===== config.mk =====
export PLATFORM = sky130hd
export DESIGN_NAME = apb_slave
export DESIGN_NICKNAME = d
export VERILOG_FILES = /design/src/rtl/apb_slave.sv
export SDC_FILE = /design/constraint.sdc
export NUM_CORES = 1
export LEC_CHECK = 0
export ABC_AREA = 1
export CAP_MARGIN = 25
export CORE_MARGIN = 1.5
export CORE_UTILIZATION = 35
export CTS_BUF_LIST = sky130_fd_sc_hd__clkbuf_8
export DETAILED_ROUTE_END_ITERATION = 12
export PLACE_DENSITY = 0.61
export SLEW_MARGIN = 40
export SYNTH_ARGS = -nofsm -noshare
export SYNTH_HDL_FRONTEND = slang
export SYNTH_SLANG_ARGS = --single-unit

===== constraint.sdc =====
create_clock -name clk -period 2.9 [get_ports clk]
set_input_delay 0.58 -clock clk [delete_from_list [all_inputs] [get_ports clk]]
set_output_delay 0.58 -clock clk [all_outputs]
set_load 0.1 [all_outputs]

===== src/rtl/apb_slave.sv =====
// APB completer: NUM_REGS x 32-bit register file with fixed wait states,
// slave-error reporting and a saturating error counter in register 1.
module apb_slave #(
  parameter int          NUM_REGS    = 16,
  parameter int          WAIT_CYCLES = 2,
  parameter logic [31:0] ID_VALUE    = 32'hA5B0_0016
) (
  input  logic        clk,
  input  logic        reset,
  input  logic        psel_i,
  input  logic        penable_i,
  input  logic [31:0] paddr_i,
  input  logic        pwrite_i,
  input  logic [31:0] pwdata_i,
  output logic        pready_o,
  output logic [31:0] prdata_o,
  output logic        pslverr_o
);

  // state  | meaning
  // IDLE   | waiting for a SETUP phase (psel=1, penable=0)
  // WAIT   | ACCESS phase, wait-state down-counter running
  // DONE   | pready_o high for this single cycle, commit at its closing edge
  localparam logic [1:0] S_IDLE = 2'd0;
  localparam logic [1:0] S_WAIT = 2'd1;
  localparam logic [1:0] S_DONE = 2'd2;

  localparam int          IDX_W      = (NUM_REGS > 1) ? $clog2(NUM_REGS) : 1;
  localparam logic [31:0] ADDR_LIMIT = 32'(NUM_REGS * 4);
  localparam logic [3:0]  WAIT_LOAD  = 4'(WAIT_CYCLES);

  logic [1:0]       state;
  logic [3:0]       cnt;
  logic [31:0]      addr_q;
  logic             wr_q;
  logic [31:0]      wdata_q;
  logic [31:0]      err_cnt;
  logic [31:0]      regs [NUM_REGS];

  logic [31:0]      dec_addr;
  logic             dec_wr;
  logic [IDX_W-1:0] idx;
  logic             acc_err;
  logic [31:0]      rd_val;

  // With zero wait states DONE is entered straight from IDLE, so decode the live bus there.
  always_comb begin
    dec_addr = (state == S_IDLE) ? paddr_i  : addr_q;
    dec_wr   = (state == S_IDLE) ? pwrite_i : wr_q;
    idx      = dec_addr[IDX_W+1:2];
    acc_err  = (dec_addr[1:0] != 2'b00) || (dec_addr >= ADDR_LIMIT) ||
               (dec_wr && (idx == IDX_W'(0)));
    rd_val   = 32'h0;
    if (!acc_err) begin
      if (idx == IDX_W'(0))      rd_val = ID_VALUE;
      else if (idx == IDX_W'(1)) rd_val = err_cnt;
      else                       rd_val = regs[idx];
    end
  end

  always_ff @(posedge clk) begin
    if (!reset) begin
      state     <= S_IDLE;
      cnt       <= 4'd0;
      addr_q    <= 32'h0;
      wr_q      <= 1'b0;
      wdata_q   <= 32'h0;
      err_cnt   <= 32'h0;
      pready_o  <= 1'b0;
      prdata_o  <= 32'h0;
      pslverr_o <= 1'b0;
      for (int i = 0; i < NUM_REGS; i++) regs[i] <= 32'h0;
    end else begin
      pready_o  <= 1'b0;
      prdata_o  <= 32'h0;
      pslverr_o <= 1'b0;
      case (state)
        S_IDLE: begin
          if (psel_i && !penable_i) begin
            addr_q  <= paddr_i;
            wr_q    <= pwrite_i;
            wdata_q <= pwdata_i;
            if (WAIT_CYCLES == 0) begin
              state     <= S_DONE;
              pready_o  <= 1'b1;
              pslverr_o <= acc_err;
              prdata_o  <= dec_wr ? 32'h0 : rd_val;
            end else begin
              cnt   <= WAIT_LOAD;
              state <= S_WAIT;
            end
          end
        end
        S_WAIT: begin
          if (!psel_i) begin
            state <= S_IDLE;
            cnt   <= 4'd0;
          end else if (penable_i) begin
            if (cnt == 4'd1) begin
              cnt       <= 4'd0;
              state     <= S_DONE;
              pready_o  <= 1'b1;
              pslverr_o <= acc_err;
              prdata_o  <= dec_wr ? 32'h0 : rd_val;
            end else begin
              cnt <= cnt - 4'd1;
            end
          end
        end
        S_DONE: begin
          state <= S_IDLE;
          if (pslverr_o) begin
            if (err_cnt != 32'hFFFF_FFFF) err_cnt <= err_cnt + 32'd1;
          end else if (wr_q) begin
            if (idx == IDX_W'(1))      err_cnt   <= 32'h0;
            else if (idx != IDX_W'(0)) regs[idx] <= wdata_q;
          end
        end
        default: state <= S_IDLE;
      endcase
    end
  end

endmodule


Yosys cells after proc, flatten, opt, wreduce, memory -nomap -nowiden
Memories as Yosys holds them, arrays and structs flattened.
Cells that the tools add are included.
{"block": "classes", "n_addsub": 2, "mul": 0, "div": 0, "n_lt_le_gt_ge": 1, "n_eq_ne": 9, "shifts": 0, "n_mux": 30, "n_bitwise": 5, "reduce_logical": 21}
{"op": "2-to-1 mux 32 bit", "n": 8}
{"op": "adder 32 x 1 -> 32 bit, second input constant", "n": 1}
{"op": "greater-or-equal comparator 32 x 7 -> 1 bit, second input constant", "n": 1}
{"op": "inequality test 32 bit, second input constant", "n": 1}
{"op": "OR reduction 32 bit", "n": 1}
{"op": "2-to-1 mux 4 bit", "n": 5}
{"op": "2-to-1 mux 1 bit", "n": 11}
{"op": "== test 4 x 1 -> 1 bit, second input constant", "n": 2}
{"op": "2-to-1 mux 2 bit", "n": 4}
{"op": "case mux 4 bit (2 select lines)", "n": 1}
{"op": "AND reduction 4 bit", "n": 2}
{"op": "nonzero test 2 bit", "n": 4}
{"op": "OR reduction 8 bit", "n": 1}
{"op": "OR reduction 7 bit", "n": 1}
{"op": "inequality test 3 bit, second input constant", "n": 2}
{"op": "AND reduction 3 bit", "n": 2}
{"op": "inverter 1 bit", "n": 5}
{"op": "AND reduction 5 bit", "n": 1}
{"op": "zero test 4 bit", "n": 1}
{"op": "inequality test 2 x 1 -> 1 bit, second input constant", "n": 2}
{"op": "case mux 2 bit (2 select lines)", "n": 1}
{"op": "nonzero test 4 bit", "n": 1}
{"op": "subtractor 4 x 1 -> 4 bit, second input constant", "n": 1}
{"op": "== test 2 x 1 -> 1 bit, second input constant", "n": 1}
{"op": "6 further kinds", "n": 8}
{"block": "totals", "ff_bits": 137, "latchBits": 0, "ram_bits": 512, "romBits": 0, "inputBits": 69, "out_inout_bits": 34, "word_cells": 79, "mem_count": 1}
{"name": "regs", "depth": 16, "word_bits": 32, "rd": 1, "rd_clocked_by_memory_dff": 0, "write_ports": 16, "line": "38", "text": "logic [31:0] regs [NUM_REGS];"}

Depth between registers and ports, before layout
{"block": "logic_depth", "ltp_word": 12, "mapped_depth": 15, "ltp_nobuf": 14}

Least setup slack after synthesis
OpenSTA, ideal clock, no wires.
{"block": "synth_timing", "kind": "flip-flop to flip-flop", "startpoint": "register pslverr_o", "endpoint": "memory regs[9][0], enable pin", "setup_ps": 478, "arrival_time_ps": 2613, "required_time_ps": 2422, "slack_ps": -191, "stages_incl_launch_ff": 9, "n_path_buf": 1, "period_less_slack_ps": 3091, "cell_sequence": "dfxtp_1 > inv_1 > nand3_1 > nor2_1 > inv_1 > nor3_1 > nand2_1 > clkbuf_1 > nand2_1"}
{"element": "start, declared", "line": "17", "text": "output logic pslverr_o"}
{"element": "start signal, assigned", "line": "86", "text": "pslverr_o <= acc_err;"}
{"element": "start signal, assigned", "line": "103", "text": "pslverr_o <= acc_err;"}
{"element": "end, declared", "line": "38"}

Worst setup path in the final report
{"block": "layout_timing", "startpoint": "register state[1]", "endpoint": "register prdata_o[3]"}
{"block": "layout_between", "elab_chain_cells": 6, "elab_cells_between_ends": 15, "classes_between": "order compare: 1; eq/ne: 2; mux: 3; bitwise: 1; reduce/logical: 7; memory: 1"}
{"element": "start, declared", "line": "32", "text": "logic [1:0] state;"}
{"element": "start signal, assigned", "line": "63", "text": "state <= S_IDLE;"}
{"element": "start signal, assigned", "line": "84", "text": "state <= S_DONE;"}
{"element": "start signal, assigned", "line": "90", "text": "state <= S_WAIT;"}
{"element": "zero test 2 bit", "line": "48, 49"}
{"element": "2-to-1 mux 32 bit", "line": "48", "text": "dec_addr = (state == S_IDLE) ? paddr_i : addr_q;"}
{"element": "greater-or-equal comparator 32 x 7 -> 1 bit (tied with other cells)", "line": "51", "text": "acc_err = (dec_addr[1:0] != 2'b00) || (dec_addr >= ADDR_LIMIT) ||"}
{"element": "logical OR 1 bit or logical AND 1 bit (tied branches)", "line": "51, 52"}
{"element": "logical OR 1 bit", "line": "51"}
{"element": "OR reduction 8 bit (no line)"}
{"element": "end signal, assigned", "line": "87", "text": "prdata_o <= dec_wr ? 32'h0 : rd_val;"}
{"element": "end signal, assigned", "line": "104", "text": "prdata_o <= dec_wr ? 32'h0 : rd_val;"}
{"element": "end, declared", "line": "16", "text": "output logic [31:0] prdata_o,"}
Parallel ways exist; a longest one is shown, timed or not.
A chain may end at the register's enable or synchronous reset.

==> metrics <==
status=complete, no violations; vias in the first global route=21470; Worst Path Arrival=around 3400 ps; Setup TNS=0 ps; classification of the worst setup path=flip-flop to flip-flop; Hold Path Depth=2; reg2reg setup slack=about 130 ps; Die Ht=approximately 290 µm; Crit. End Element=flip-flop; Seq cells post-synth=~650; die width=~290 µm; Via Count=between 20000 and 25000; CTS tree=done; Synth cell types=33; initial antenna violation count=1; H-tree depth=3; fin util=42.07%; clock buffer depth=3; DRC violations left=0; largest net degree at the start of global routing=60; grt total ovfl=0; root buf cell=clkbuf_8; IO Pins=a little over 100; DR WL met3=7922 µm; Max Cap Viol=0; Hold Vio Cnt, Final=0; post-route insts no fill=around 4500; final-layout fill cell count=7869; final instance area=about 34000 µm²; Gate Count Post-Synth=slightly above 3000; vias per inst=5.091; Layout Nets=approximately 3400; Register Area=18120 µm²; Initial Util=35.32%; Clock Sinks=649; max_slew headroom=49.34%; Hold Path Class=flip-flop to flip-flop; CP startpoint kind=flip-flop; clk_skew=between 30 and 40 ps; Clock Latency Late Sink=between 700 and 800 ps; Syn Area/Cell=a little over 9 µm²; Initial DRT Pass Iterations=5; antenna viol nets, final=0; first-pass GRT wire length=134800 µm; Reg2Reg Launch Point=state[1]$_SDFFE_PN0P_; Final GP Congestion=roughly 0.94; Tcrit/Tclk final=95.45%; area grow syn2layout=19.09%; worst slew pin tran=roughly 750 ps; Placed Instances=roughly 4300; RSZ-0062 raised after global routing=no; Final HPWL DP=around 58000 µm; share of post-route cells with drive strength above 1=10.98%; Yosys warnings=0; FF-to-FF End=prdata_o[3]$_SDFF_PP0_; metal1 wirelength=37250 µm; Fmax=361.3 MHz; Avg WL per Cell=a little over 20 µm; multi-input logic area=9452 µm²; Crit Path Max Fanout=38; Rows=roughly 100; Port Buffers=about 100; PwrDens=around 620 nW/µm²; Tmin final=between 2000 and 3000 ps; met2 wire len=roughly 43000 µm; Routed WL=about 90000 µm; DR top layer=met4; Initial DRC Count=about 2300; area post-placement=roughly 32000 µm²; Hold Crit Endpoint=addr_q[4]$_SDFFE_PN0P_; die area=83010 µm²; core box area=80550 µm²; hold buffer count at cts=0; count of pins over their slew limit=0; clock buffer count from CTS=about 110; Mapped Area=28450 µm²; hold_sp=addr_q[4]$_SDFFE_PN0P_; Static Leak=13.04 nW; GRT Util Overall=21.74%; Max VDD drop=around 0.33 mV; CP required=3490 ps; R2R depth=13; CTS clk-pin slew, worst paths=approximately 60 ps; Final Setup Violations=0; worst hold margin=approximately 480 ps; sequential area share after synthesis=between 60% and 70%
-- layout make-up --
| type | count | area share (%) |
|---|---|---|
| inverter | 94 | 1.041 |
| sequential | 649 | 53.47 |
| clock buffer | 121 | 4.915 |
| antenna | 1 | 0.007386 |
| multi-input combinational | 2229 | 27.90 |
| timing repair buffer | 239 | 7.419 |
| clock inverter | 82 | 1.333 |
| tap | 1060 | 3.914 |
-- routing by layer --
layer	vias up	GRT usage, %
met3	176	3.962
met5	-	0
met2	990	35.58
met1	10960	29.29
met4	0	6.715
li1	10650	-
-- repair_timing --
item / in CTS / in global routing
endpoints found under the setup margin: 0 / 6
setup buffers: 0 / 4
resized for setup: 0 / 4
-- sequential cells by signal, indices dropped and copies added, names as in the netlist --
| signal | cells |
|---|---|
| pready_o | 1 |
| cnt | 4 |
| addr_q | 32 |
| wr_q | 1 |
| err_cnt | 32 |
| pslverr_o | 1 |
| prdata_o | 32 |
| state | 2 |
| wdata_q | 32 |
| regs | 512 |
-- cell families after synthesis --
kind of cell / count (synthesis) / share of synthesized area (%)
xor+xnor: 14 / 0.4310
compound gates: 282 / 5.040
other cells: 1 / 0.01318
simple gates: 1866 / 26.39
fa+ha+maj: 3 / 0.1319
buf+inv: 302 / 4.319
flops: 649 / 63.68
-- cell usage in the layout (no fill, tap or decap), types with 3 or more instances in the layout --
| cell | synthesis | layout |
|---|---|---|
| o21ai_0 | 112 | 112 |
| nor2_2 | 3 | 7 |
| buf_4 | 0 | 126 |
| dfxtp_1 | 137 | 136 |
| clkinv_1 | 1 | 14 |
| nor3_1 | 13 | 13 |
| inv_2 | 5 | 5 |
| bufinv_16 | 0 | 3 |
| ha_1 | 3 | 3 |
| conb_1 | 1 | 64 |
| edfxtp_1 | 512 | 512 |
| nand2_1 | 930 | 916 |
| nand2_2 | 6 | 17 |
| clkbuf_8 | 0 | 121 |
| clkinv_2 | 0 | 16 |
| xor2_1 | 14 | 14 |
| buf_12 | 0 | 44 |
| clkdlybuf4s50_1 | 0 | 67 |
| nor2_4 | 2 | 5 |
| nor2_1 | 668 | 661 |
| nand3_1 | 147 | 147 |
| a21oi_1 | 135 | 135 |
| nand4_1 | 82 | 82 |
| inv_6 | 0 | 4 |
| or2_2 | 10 | 10 |
| inv_1 | 88 | 130 |
| o21ai_1 | 27 | 26 |
-- synth_stat cells (all sizes together) --
cell type,count,area [µm²]
a31oi,1,6.260
nand4,82,513.0
edfxtp,512,15370
a211oi,1,7.510
or2,11,68.82
buf,66,342.8
nand3,147,735.7
nor2,674,2569
nor3,15,85.08
nor3b,1,7.510
clkinv,1,3.750
inv,93,349.1
a21oi,135,675.7
dfxtp,137,2743
ha,3,37.54
o211ai,1,7.510
o21bai,2,15.01
conb,1,3.750
xor2,14,122.6
clkbuf,142,533.0
o21ai,142,721.9
nand2,936,3528
-- how the worst max path moves through the flow --
stage | startpoint | to | slack, ps | cells after the start
3_3_place_gp | paddr_i[2] | prdata_o[6]$_SDFF_PP0_ | -370 | 13
4_1_cts | state[1]$_SDFFE_PN0P_ | prdata_o[14]$_SDFF_PP0_ | 40 | 13
5_1_grt | state[1]$_SDFFE_PN0P_ | prdata_o[3]$_SDFF_PP0_ | 10 | 13
3_5_place_dp | paddr_i[2] | prdata_o[6]$_SDFF_PP0_ | -320 | 13
6_report | state[1]$_SDFFE_PN0P_ | prdata_o[3]$_SDFF_PP0_ | 130 | 13
2_1_floorplan | state[1]$_SDFFE_PN0P_ | regs[3][0]$_SDFFCE_PN0P_ | 60 | 9
-- metrics by stage --
step | worst slack (ps) | power [mW]
6_report | 132.0 | 20.93
5_1_grt | 11.71 | 21.64
4_1_cts | 36.46 | 21.02
3_5_place_dp | -319.1 | 13.13
3_3_place_gp | -370.3 | 13.11
2_1_floorplan | 60.59 | 11.95
-- where the power goes --
group / switching (mW) / internal, mW
Combinational: 1.75 / 0.743
Sequential: 0.106 / 10.4
Clock: 3.85 / 4.11
Total: 5.70 / 15.2
-- critical path, cell delays in order, from the launching register on --
cell	delay (ps)
dfxtp_1	430
inv_2	60
nand2_2	190
nand2_2	280
nand2_8	250
nor2_4	100
buf_12	190
buf_12	180
nand2_1	90
nand2_1	50
o21ai_0	170
nand3_1	150
nor2_1	370
nor2_1	70
Note: power is estimated with default switching activity, not from simulation.
